<file path="config.mk">
export PLATFORM = sky130hd
export DESIGN_NAME = process_scheduler
export DESIGN_NICKNAME = d
export VERILOG_FILES = /design/src/rtl/process_scheduler.sv
export SDC_FILE = /design/constraint.sdc
export NUM_CORES = 1
export LEC_CHECK = 0
export CAP_MARGIN = 0
export CORE_MARGIN = 2
export CORE_UTILIZATION = 40
export DETAILED_ROUTE_END_ITERATION = 6
export GPL_TIMING_DRIVEN = 0
export PLACE_DENSITY = 0.56
export SYNTH_ARGS = -nofsm -noshare
export SYNTH_HDL_FRONTEND = slang
export SYNTH_SLANG_ARGS = --single-unit
</file>
<file path="constraint.sdc">
create_clock -name Clock -period 9.9 [get_ports Clock]
set_clock_uncertainty 0.1 [all_clocks]
set_input_delay 1.485 -clock Clock [delete_from_list [all_inputs] [get_ports Clock]]
set_output_delay 1.485 -clock Clock [all_outputs]
set_load 0.1 [all_outputs]
</file>
<file path="src/rtl/process_scheduler.sv">
`timescale 1ns/1ps
`default_nettype none
// +------------------------------------------------------------------------+
// | process_scheduler                                                      |
// | Round-robin, quantum-preemptive scheduler over an 8-slot context table |
// | Revision: 1.0                                                          |
// +------------------------------------------------------------------------+
module process_scheduler (
    input  logic        Clock,
    input  logic        Reset,
    input  logic        start,
    input  logic        cfg_we,
    input  logic [2:0]  cfg_id,
    input  logic [31:0] cfg_pc,
    input  logic        cfg_valid,
    input  logic [4:0]  quantum,
    input  logic        proc_done,
    input  logic [4:0]  pc_counter,
    input  logic [31:0] pc_out,
    output logic        change_pc,
    output logic [31:0] pc_in,
    output logic        exec_proc,
    output logic        pc_hold,
    output logic [2:0]  cur_proc,
    output logic        busy
);

    localparam int unsigned NUM_SLOTS = 8;
    localparam int unsigned PC_W      = 32;

    typedef enum logic [2:0] {
        ST_IDLE   = 3'd0,
        ST_RUN    = 3'd1,
        ST_SAVE   = 3'd2,
        ST_SELECT = 3'd3,
        ST_LOAD   = 3'd4
    } state_t;

    state_t            state_q, state_d;
    logic [2:0]        cur_proc_q, cur_proc_d;
    logic [2:0]        sel_q, sel_d;
    logic [NUM_SLOTS-1:0] valid_q, valid_d;
    logic [PC_W-1:0]   saved_pc_q [NUM_SLOTS];
    logic [PC_W-1:0]   saved_pc_d [NUM_SLOTS];

    logic              rst_meta_q;
    logic              rst_sync_q;
    logic              found;
    logic [2:0]        pick;
    logic [2:0]        idx;

    // Assertion passes straight through; release is retimed to Clock.
    always_ff @(posedge Clock or negedge Reset) begin
        if (!Reset) begin
            rst_meta_q <= 1'b0;
            rst_sync_q <= 1'b0;
        end else begin
            rst_meta_q <= 1'b1;
            rst_sync_q <= rst_meta_q;
        end
    end

    // Round-robin search starting after cur_proc; i == 8 wraps back to cur_proc itself.
    always_comb begin
        found = 1'b0;
        pick  = cur_proc_q;
        idx   = cur_proc_q;
        for (int i = 1; i <= NUM_SLOTS; i++) begin
            idx = cur_proc_q + 3'(i);
            if (!found && valid_q[idx]) begin
                found = 1'b1;
                pick  = idx;
            end
        end
    end

    always_comb begin
        state_d    = state_q;
        cur_proc_d = cur_proc_q;
        sel_d      = sel_q;
        valid_d    = valid_q;
        saved_pc_d = saved_pc_q;
        change_pc  = 1'b0;
        pc_in      = '0;
        exec_proc  = 1'b1;
        pc_hold    = 1'b1;

        case (state_q)
            ST_IDLE: begin
                if (start) state_d = ST_SELECT;
            end
            ST_RUN: begin
                exec_proc = 1'b0;
                pc_hold   = 1'b0;
                // A slot invalidated by a cfg write is retired exactly like proc_done.
                if (proc_done || !valid_q[cur_proc_q]) begin
                    valid_d[cur_proc_q] = 1'b0;
                    state_d             = ST_SELECT;
                end else if ((quantum != 5'd0) && (pc_counter >= quantum)) begin
                    state_d = ST_SAVE;
                end
            end
            ST_SAVE: begin
                saved_pc_d[cur_proc_q] = pc_out;
                state_d                = ST_SELECT;
            end
            ST_SELECT: begin
                if (found) begin
                    sel_d   = pick;
                    state_d = ST_LOAD;
                end else begin
                    state_d = ST_IDLE;
                end
            end
            ST_LOAD: begin
                change_pc  = 1'b1;
                pc_in      = saved_pc_q[sel_q];
                cur_proc_d = sel_q;
                state_d    = ST_RUN;
            end
            default: begin
                state_d = ST_IDLE;
            end
        endcase

        // Applied last so host configuration overrides the SAVE write-back and retirement.
        if (cfg_we) begin
            valid_d[cfg_id]    = cfg_valid;
            saved_pc_d[cfg_id] = cfg_pc;
        end
    end

    always_ff @(posedge Clock or negedge rst_sync_q) begin
        if (!rst_sync_q) begin
            state_q    <= ST_IDLE;
            cur_proc_q <= 3'd7;
            sel_q      <= 3'd0;
            valid_q    <= '0;
            for (int i = 0; i < NUM_SLOTS; i++) begin
                saved_pc_q[i] <= '0;
            end
        end else begin
            state_q    <= state_d;
            cur_proc_q <= cur_proc_d;
            sel_q      <= sel_d;
            valid_q    <= valid_d;
            for (int i = 0; i < NUM_SLOTS; i++) begin
                saved_pc_q[i] <= saved_pc_d[i];
            end
        end
    end

    assign cur_proc = cur_proc_q;
    assign busy     = (state_q != ST_IDLE);

endmodule
`default_nettype wire

</file>
==> impl_metrics.ini <==
[status]
status = complete, no violations

[yosys]
netlist.area_leader.share_pct = 43.1
synth_area_leaders = dfrtp_1 43%, mux2i_1 20%, mux4_2 9.8%
synth_mux_area_share_pct = 30.0
synth_seq_cells = 275
synth-simple-area-share_pct = 9.41
synthCells = 1546
synth_edf_count = 0
ys_seq_area_share_pct = 43.6
synth_largest_area_cell = dfrtp_1
synth_top_family_by_area = multiplexers
synth_compound_area_share_pct = 10.4
synth_cell_type_count = 54
synth_area_um2 = 15800
ys.flop_type = dfrtp_1
synth.net_count = 1640
synth-async-reset-ratio_pct = 100
yosysWarnings = 0
synth_xor_area_share_pct = 0.214
synth_fa_ha_area_share_pct = 0.871
syn_avg_cell_area_um2 = 10.2

[detailed_routing]
drt_iter0_drc = 1262
wl_per_cell_um = 23.5
drt_pass1_iterations = 6
routed_wl_um = 51400
drc = 0
vias = 12500
detail-route-antenna-nets = 0
vias_per_cell = 5.71

[global_routing]
grt_first_pass_wirelength_um = 78300
track_usage_pct = 25.1
first_global_vias = 12600
antenna_found_initial = 3
grt-ovfl-total = 0
grt_max_degree = 67

[sta]
rsz0062_at_grt = no
min_period_ps = 6040
holdWs_ps = 179
fmax_mhz = 166
hold_viol_final = 0
worstMarginPinSlew_ps = 1160
period_share_pct = 61.0
finalSetupViolCount = 0
slew-limit-headroom_pct = 22.9
slew_violations = 0

[cts]
clk_pin_slew_ps = 60
clk_path_buf_depth = 3
cts-root-buf = clkbuf_16
htreeDepth = 2
cts_buffers = 34
cts_hold_repair.buffers = 0
cts_setup_buffers = 0
ctsResizeCount = 0
cts_tree = built
clock_latency_ps = 510
clock_sinks = 275

[worst_setup_path]
start_kind = flop
crit_top_cell = buf_1
critPathMaxFanout = 10
max_stage_delay_ps = 990
cp_slowest_cell = clkdlybuf4s50_1
worstPathCellList = buf_1 > buf_1 > mux4_2 > mux2i_1 > nor2_1 > clkdlybuf4s50_1
cp.required_ps = 8320
crit_type = reg -> out
worst_setup_path_end_kind = output port
cp.arrival_ps = 4450

[layout]
syn_to_final_growth_pct = 15.5
regArea_um2 = 6890
post-route-util_pct = 47.0
final_common_cell = mux2i_1
fillers = 3714
final_nets = 1737
layout-drive-gt1-share_pct = 11.4
mostFrequentLayoutCells = 317 x mux2i_1, 271 x dfrtp_1, 168 x nor2_1
multi_input_area_um2 = 8050

[die]
rows = 72
core-area_um2 = 38800
die_w_um = 203
start_util_pct = 40.7
num_io_pins = 122
fp.dieH_um = 203
die-area_um2 = 41100

[placed_design]
port_buffers = 57
place_congestion = 0.847
dpl.hpwl_um = 34300

[power_and_ir_drop]
p_leak_nw = 8.90
p_per_area_nw_per_um2 = 326
ir_drop_v = 0.000131

[hold_path]
hold_path.class = reg -> async

[flow_run]
cap_violations = 0
metrics by stage:
stage          std cells  power (mW)  TNS, ps  worst slack [ps]  area (µm²)
4_1_cts             2183        5.95        0              3790       18200
3_3_place_gp        2121        4.62  -598590             -2250       17000
6_report            2187        5.94        0              3860       18300
3_5_place_dp        2125        4.70        0              4340       17100
5_1_grt             2184        6.30        0              3680       18200
2_1_floorplan       1546        4.02        0              1570       15800
synth_stat cells, types with 7 or more instances:
master / n
o21ai_0: 144
a21oi_1: 132
buf_1: 24
buf_4: 30
buf_2: 18
ha_1: 11
nor2_1: 168
o211ai_1: 7
clkbuf_1: 98
mux4_2: 69
inv_1: 18
mux2i_1: 317
nand2_1: 165
dfrtp_1: 272
final cells by class:
type                       count  share of cell area, %
buffer                       173                   4.35
timing repair buffer          61                   3.73
inverter                      20                  0.411
clock buffer                  51                   5.74
antenna                        4                 0.0548
sequential                   275                   37.7
multi-input combinational   1078                   44.1
tap                          518                   3.55
clock inverter                 7                  0.343
flip-flops by register name (all words and copies together), names as in the netlist:
signal	cells
valid_q	8
state_q	3
cur_proc	3
saved_pc_q	256
sel_q	3
rst_meta_q	1
rst_sync_q	1
cell families after synthesis:
family,after synthesis
flops,275
fa+ha+maj,11
buf+inv,193
xor+xnor,3
compound gates,308
mux,387
other cells,1
simple gates,368
routing by layer:
layer	wire length [µm]	GRT usage (%)	share of wire (%)
met5	13	0	0.025
met4	1650	8.65	3.2
met3	3360	3.64	6.5
met2	23900	40.2	47
met1	22500	34.9	44
critical path: cells and delay by family, from the launching register on:
family,cells,cell delay [ps]
buf+inv,3,2480
mux,2,930
flops,1,460
simple gates,1,70
where the power goes:
| part | internal, mW | switching [mW] |
|---|---|---|
| registers | 1.68 | 0.318 |
| logic | 1.23 | 1.47 |
| clock network | 0.755 | 0.486 |
| total | 3.67 | 2.28 |
final timing paths:
path | start | end | slack, ps | depth (start not counted)
min in group Clock | rst_meta_q | rst_sync_q | 250 | 0
setup / recovery | sel_q[0] | pc_in[3] | 3860 | 6
hold / removal | rst_sync_q | saved_pc_q[52] | 180 | 0
hold reg to reg | rst_sync_q | saved_pc_q[52] | 180 | 0
setup reg to reg | cur_proc[1] | sel_q[1] | 5850 | 12
max in group asynchronous | rst_sync_q | saved_pc_q[71] | 8450 | 2
(Power assumes the default switching activity.)
